<file path="src/rtl/reg_bus_hub.sv">
`default_nettype none
// ============================================================================
// Module   : reg_bus_hub
// Purpose  : Register-bus interconnect: mask/match decode to one of N targets,
//            held strobe, single response collection, error/drop accounting.
// Revision : 1.0 - initial release
// ============================================================================
module reg_bus_hub #(
    parameter int N_TARGETS = 3,
    parameter int ADDR_W    = 4,
    parameter int DATA_W    = 4,
    parameter int TIMEOUT   = 8,
    parameter logic [N_TARGETS*ADDR_W-1:0] MASK  = {N_TARGETS{4'hC}},
    parameter logic [N_TARGETS*ADDR_W-1:0] MATCH = '0
) (
    input  logic                          clk,
    input  logic                          rst,
    input  logic                          m_valid,
    input  logic [ADDR_W-1:0]             m_addr,
    input  logic [DATA_W-1:0]             m_data,
    output logic                          m_ready,
    output logic                          m_ack,
    output logic [DATA_W-1:0]             m_rdata,
    output logic                          m_rvalid,
    output logic                          m_err,
    output logic [N_TARGETS-1:0]          t_valid,
    output logic [ADDR_W-1:0]             t_addr,
    output logic [DATA_W-1:0]             t_data,
    input  logic [N_TARGETS-1:0]          t_ack,
    input  logic [N_TARGETS*DATA_W-1:0]   t_rdata,
    input  logic [N_TARGETS-1:0]          t_rvalid,
    output logic [7:0]                    err_count
);

    localparam int c_CNT_W = (TIMEOUT > 1) ? $clog2(TIMEOUT) : 1;
    localparam logic [c_CNT_W-1:0] c_TO_LAST = c_CNT_W'((TIMEOUT > 0) ? TIMEOUT - 1 : 0);

    typedef enum logic [1:0] {
        S_IDLE = 2'd0,
        S_REQ  = 2'd1,
        S_RESP = 2'd2
    } state_t;

    state_t                 r_state;
    logic [c_CNT_W-1:0]     r_cnt;
    logic                   r_stray;
    logic                   r_pend_valid;
    logic [ADDR_W-1:0]      r_pend_addr;
    logic [DATA_W-1:0]      r_pend_data;
    logic                   r_m_ack;
    logic [DATA_W-1:0]      r_m_rdata;
    logic                   r_m_rvalid;
    logic                   r_m_err;
    logic [N_TARGETS-1:0]   r_t_valid;
    logic [ADDR_W-1:0]      r_t_addr;
    logic [DATA_W-1:0]      r_t_data;
    logic [7:0]             r_err_count;

    logic                   w_can_load;
    logic [ADDR_W-1:0]      w_load_addr;
    logic [DATA_W-1:0]      w_load_data;
    logic [N_TARGETS-1:0]   w_dec;
    logic                   w_sel_ack;
    logic                   w_stray;
    logic                   w_timeout;
    logic [DATA_W-1:0]      w_sel_rdata;
    logic                   w_sel_rvalid;
    logic                   w_err_set;
    logic                   w_drop;
    logic [8:0]             w_err_sum;

    // A buffered request always has priority over a new one arriving in RESP;
    // the new one is then dropped because the slot is still full.
    assign w_can_load  = ((r_state == S_IDLE) && m_valid) ||
                         ((r_state == S_RESP) && (r_pend_valid || m_valid));
    assign w_load_addr = r_pend_valid ? r_pend_addr : m_addr;
    assign w_load_data = r_pend_valid ? r_pend_data : m_data;

    // Descending scan so the lowest-index match is the one left standing.
    always_comb begin
        w_dec = '0;
        for (int i = N_TARGETS - 1; i >= 0; i--) begin
            if ((w_load_addr & MASK[i*ADDR_W +: ADDR_W]) == MATCH[i*ADDR_W +: ADDR_W]) begin
                w_dec    = '0;
                w_dec[i] = 1'b1;
            end
        end
    end

    always_comb begin
        w_sel_rdata  = '0;
        w_sel_rvalid = 1'b0;
        for (int i = 0; i < N_TARGETS; i++) begin
            if (r_t_valid[i]) begin
                w_sel_rdata  = t_rdata[i*DATA_W +: DATA_W];
                w_sel_rvalid = t_rvalid[i];
            end
        end
    end

    assign w_sel_ack = (r_state == S_REQ) && |(t_ack & r_t_valid);
    assign w_stray   = (r_state == S_REQ) && |(t_ack & ~r_t_valid);
    assign w_timeout = (r_state == S_REQ) && (TIMEOUT != 0) && !w_sel_ack && (r_cnt == c_TO_LAST);
    assign w_err_set = (w_can_load && (w_dec == '0)) || w_timeout ||
                       (w_sel_ack && (r_stray || w_stray));
    assign w_drop    = m_valid && r_pend_valid;
    assign w_err_sum = {1'b0, r_err_count} + {8'd0, w_err_set} + {8'd0, w_drop};

    always_ff @(posedge clk) begin
        if (rst) begin
            r_state      <= S_IDLE;
            r_cnt        <= '0;
            r_stray      <= 1'b0;
            r_pend_valid <= 1'b0;
            r_pend_addr  <= '0;
            r_pend_data  <= '0;
            r_m_ack      <= 1'b0;
            r_m_rdata    <= '0;
            r_m_rvalid   <= 1'b0;
            r_m_err      <= 1'b0;
            r_t_valid    <= '0;
            r_t_addr     <= '0;
            r_t_data     <= '0;
            r_err_count  <= '0;
        end else begin
            r_m_ack     <= 1'b0;
            r_m_rdata   <= '0;
            r_m_rvalid  <= 1'b0;
            r_m_err     <= 1'b0;
            r_err_count <= w_err_sum[8] ? 8'hFF : w_err_sum[7:0];
            case (r_state)
                S_IDLE, S_RESP: begin
                    if (w_can_load) begin
                        r_t_addr     <= w_load_addr;
                        r_t_data     <= w_load_data;
                        r_pend_valid <= 1'b0;
                        r_stray      <= 1'b0;
                        r_cnt        <= '0;
                        if (w_dec != '0) begin
                            r_t_valid <= w_dec;
                            r_state   <= S_REQ;
                        end else begin
                            r_m_ack <= 1'b1;
                            r_m_err <= 1'b1;
                            r_state <= S_RESP;
                        end
                    end else begin
                        r_state <= S_IDLE;
                    end
                end
                S_REQ: begin
                    if (m_valid && !r_pend_valid) begin
                        r_pend_valid <= 1'b1;
                        r_pend_addr  <= m_addr;
                        r_pend_data  <= m_data;
                    end
                    if (w_stray) begin
                        r_stray <= 1'b1;
                    end
                    if (w_sel_ack) begin
                        r_t_valid  <= '0;
                        r_m_ack    <= 1'b1;
                        r_m_rvalid <= w_sel_rvalid;
                        r_m_rdata  <= w_sel_rvalid ? w_sel_rdata : '0;
                        r_m_err    <= r_stray || w_stray;
                        r_state    <= S_RESP;
                    end else if (w_timeout) begin
                        r_t_valid <= '0;
                        r_m_ack   <= 1'b1;
                        r_m_err   <= 1'b1;
                        r_state   <= S_RESP;
                    end else begin
                        r_cnt <= r_cnt + 1'b1;
                    end
                end
                default: r_state <= S_IDLE;
            endcase
        end
    end

    assign m_ready   = ~r_pend_valid;
    assign m_ack     = r_m_ack;
    assign m_rdata   = r_m_rdata;
    assign m_rvalid  = r_m_rvalid;
    assign m_err     = r_m_err;
    assign t_valid   = r_t_valid;
    assign t_addr    = r_t_addr;
    assign t_data    = r_t_data;
    assign err_count = r_err_count;

endmodule
`default_nettype wire

</file>
<file path="config.mk">
export PLATFORM = sky130hd
export DESIGN_NAME = reg_bus_hub
export DESIGN_NICKNAME = d
export VERILOG_FILES = /design/src/rtl/reg_bus_hub.sv
export SDC_FILE = /design/constraint.sdc
export NUM_CORES = 1
export LEC_CHECK = 0
export ABC_AREA = 0
export ABC_CLOCK_PERIOD_IN_PS = 2480
export CAP_MARGIN = 30
export CORE_ASPECT_RATIO = 0.7
export CORE_MARGIN = 2
export CORE_UTILIZATION = 41
export CTS_CLUSTER_DIAMETER = 200
export DETAILED_ROUTE_END_ITERATION = 8
export GPL_TIMING_DRIVEN = 0
export PLACE_DENSITY = 0.8
export SLEW_MARGIN = 15
export SYNTH_ARGS = -nofsm -noshare
export SYNTH_HDL_FRONTEND = slang
export SYNTH_SLANG_ARGS = --single-unit
export TNS_END_PERCENT = 10
</file>
<file path="constraint.sdc">
create_clock -name clk -period 2.48 [get_ports clk]
set_input_delay 0.248 -clock clk [delete_from_list [all_inputs] [get_ports clk]]
set_output_delay 0.248 -clock clk [all_outputs]
set_load 0.01 [all_outputs]
</file>
==> impl_metrics.toml <==
[cts]
cts_tree = "yes"
clkLatencyLatePin_ns = 0.30
root_buffer = "clkbuf_8"
htree_levels = 2
cts_hold_buffers = 0
clock_path_buffers = 2
clk_pin_slew_ns = 0.08
clock_sinks = 39
cts_made_buffers = 5

[floorplan]
num_rows = 19
start_util_pct = 43.4
die_area_um2 = 4770
core_um2 = 3990
die_h_um = 58.4
pin_count = 56
die_w_um = 81.7

[grt]
grt_pass1_vias = 1423
grt_start_max_net_pins = 14
antenna_found_initial = 0
grt_pass1_wl_mm = 6.58
grt-ovfl-total = 0
track_usage_pct = 18.2

[pwr]
peakVddDrop_v = 0.000287
power_per_cell_area_nw_per_um2 = 544
p_leak_nw = 0.839
total_power_w = 0.00129

[route]
drt_iter0_drc = 70
vias = 1557
drcViolationCount = 0
dr.pass1.iters = 4
wl_mm = 4.09
antenna_left = 0
routed_via_density = 5.24
wl_per_cell_um = 13.8

[logic_synthesis]
synthXorXnorAreaFrac_pct = 1.01
synth_cells = 191
synth_cell_types = 45
synth_top_family_by_area = "simple AND/OR/NAND/NOR gates"
synth_area_um2 = 1730
synth-edff-count = 0
ys_ff_latch = 39
ys.flop_type = "dfxtp_1"
synth_seq_area_share_pct = 45.1
async_flop_share_pct = 0
synth.avg_cell_area_um2 = 9.07
synthSimpleGateAreaFrac_pct = 20.2
synth-compound-area-share_pct = 18.6
synth_adder_area_share_pct = 3.32
ys_warn_count = 0
muxShareOfSynthArea_pct = 5.78

[critical_path]
cp.arrival_ns = 2.47
worstSetupEndpointType = "flip-flop"
r2r_cells = 10
cp_top_family = "adder cells"
cp_slowest_cell = "fa_2"
path_cells = "ha_1, ha_1, a21o_1, o311ai_2, nand2_1, fa_2, ha_4, and4_4, nor4b_2, nor3b_1"
critical_path_depth = 10
crit_type = "flip-flop to flip-flop"
crit-reg2reg-capture = "err_count[7]$_SDFF_PP0_"
slowest_delay_ns = 0.38
cpMostUsedCell = "ha_1"
r2r_setup_slack_ns = 0.17
start_kind = "flip-flop"
worstPathRequired_ns = 2.64
critical_path_buf_inv_count = 0
setup.worst_path.start = "r_cnt[0]$_SDFFE_PP0P_"
crit_fanout = 4
r2r-start = "r_cnt[0]$_SDFFE_PP0P_"
crit_end = "err_count[7]$_SDFF_PP0_"

[cells_and_area]
seqCellArea_um2 = 783
final_common_cell = "clkdlybuf4s50_1"
n_fill_cell = 356
syn_to_final_growth_pct = 37.4
fin_nets = 277
most-common-layout-cells = "clkdlybuf4s50_1 (42), dfxtp_1 (37), a21oi_1 (25), nand2_1 (19), o21ai_0 (11)"
antenna_cells = 0
drive_gt1_share_pct = 11.4
multi_input_area_um2 = 893

[run_status]
outcome = "completed"

[timing]
fin_ws_ns = 0.170
report.final.hold_viol_count = 0
finalSetupViolCount = 0
rsz0062_at_grt = "false"
min_period_ns = 2.31
fmax_mhz = 433
skew_ns = 0.00855
fin_crit_sh_pct = 93.1
slew_viol_final = 0

[placed_design]
place_hpwl_mm = 2.91
place_ws_ns = -0.591
place.gp.congestion = 0.830
io_buffer_count = 43

[job]
cap_violations = 0

[min_path]
hold_path.startpoint = "r_pend_data[2]$_SDFFE_PP0P_"
worstHoldPathType = "flip-flop to flip-flop"
holdPathStages = 2
[layer usage]
layer  up-vias  GRT usage (%)  wire, µm
met5         -              0         0
met4         0           6.90        42
met3         6           5.67       263
met2        43           25.9      1750
met1       723           25.7      2030
li1        785              -         -
[how the worst min path moves through the flow]
| stage | endpoint |
|---|---|
| final | r_pend_data[2]$_SDFFE_PP0P_ |
| after global routing | r_pend_data[2]$_SDFFE_PP0P_ |
| after CTS | r_pend_data[2]$_SDFFE_PP0P_ |
| after detailed placement | r_pend_data[2]$_SDFFE_PP0P_ |
| after global placement | r_pend_data[2]$_SDFFE_PP0P_ |
| after floorplan | m_rvalid$_SDFF_PP0_ |
[tightest hold or removal path, stage by stage (launching register included)]
cell	delay [ns]
dfxtp_1	0.31
nand2_1	0.05
a21oi_1	0.05
[power breakdown]
part | total, W | leakage [nW] | switching, W | internal, W
clock | 0.000423 | 0.0402 | 0.000227 | 0.000195
combinational | 0.000197 | 0.481 | 0.0000907 | 0.000107
sequential | 0.000674 | 0.318 | 0.0000220 | 0.000652
total | 0.00129 | 0.839 | 0.000340 | 0.000955
[through the flow]
stage	TNS [ns]	util (%)	cells	hold slack (ns)	instance area [µm²]
floorplan	0	-	192	0.336	1740
global placement	-3.74	55.9	287	0.443	2230
detailed placement	-3.77	55.9	287	0.448	2230
CTS	0	59.0	297	0.458	2350
global route	0	59.6	297	0.478	2380
finish	0	59.6	297	0.457	2380
[synth_stat cells (all sizes together), types with 2 or more instances]
cell type	n	area share, %
or3	9	3.2
nand4	2	0.72
o21bai	2	0.87
nand2	19	4.1
mux2i	10	5.8
a211oi	4	1.7
buf	6	2.8
dfxtp	39	45
and2	5	1.8
inv	5	1.1
nand2b	4	1.4
nor3	2	0.58
o21ai	11	3.2
nor2	3	0.65
clkbuf	9	1.9
a31oi	3	1.1
nand3b	2	0.87
nor2b	3	1.1
a21oi	26	7.7
ha	3	2.2
nand3	3	0.87
[sequential cells by signal, indices dropped and copies added (netlist names)]
| name | cells |
|---|---|
| r_stray | 1 |
| r_cnt | 3 |
| r_pend_valid | 1 |
| m_rdata | 4 |
| t_valid | 1 |
| r_pend_data | 4 |
| m_rvalid | 1 |
| t_addr | 4 |
| r_pend_addr | 4 |
| r_state | 2 |
| t_data | 4 |
| m_err | 1 |
| m_ack | 1 |
| err_count | 8 |
[layout make-up]
| cell class | count | share of cell area [%] |
|---|---|---|
| plain buffers | 15 | 3.52 |
| clock buffers | 5 | 2.89 |
| repair buffers | 45 | 18.8 |
| flip-flops and latches | 39 | 32.9 |
| inverters | 5 | 0.788 |
| well taps | 52 | 2.73 |
| clock inverters | 3 | 0.841 |
| multi-input cells | 133 | 37.5 |
[logic make-up after synthesis]
kind of cell | after synthesis
and+or+nand+nor | 61
AOI/OAI and AO/OA | 54
DFF | 39
buffers and inverters | 20
muxes | 10
adders and majority gates | 4
xor gates and xnor gates | 2
other | 1
[repair_timing]
item / in CTS / in global routing
pin swaps: 2 / 5
endpoints found under the hold margin: 0 / 0
gates resized for setup: 5 / 10
endpoints found under the setup margin: 7 / 7
setup buffers: 2 / 0
(Power assumes the default switching activity.)
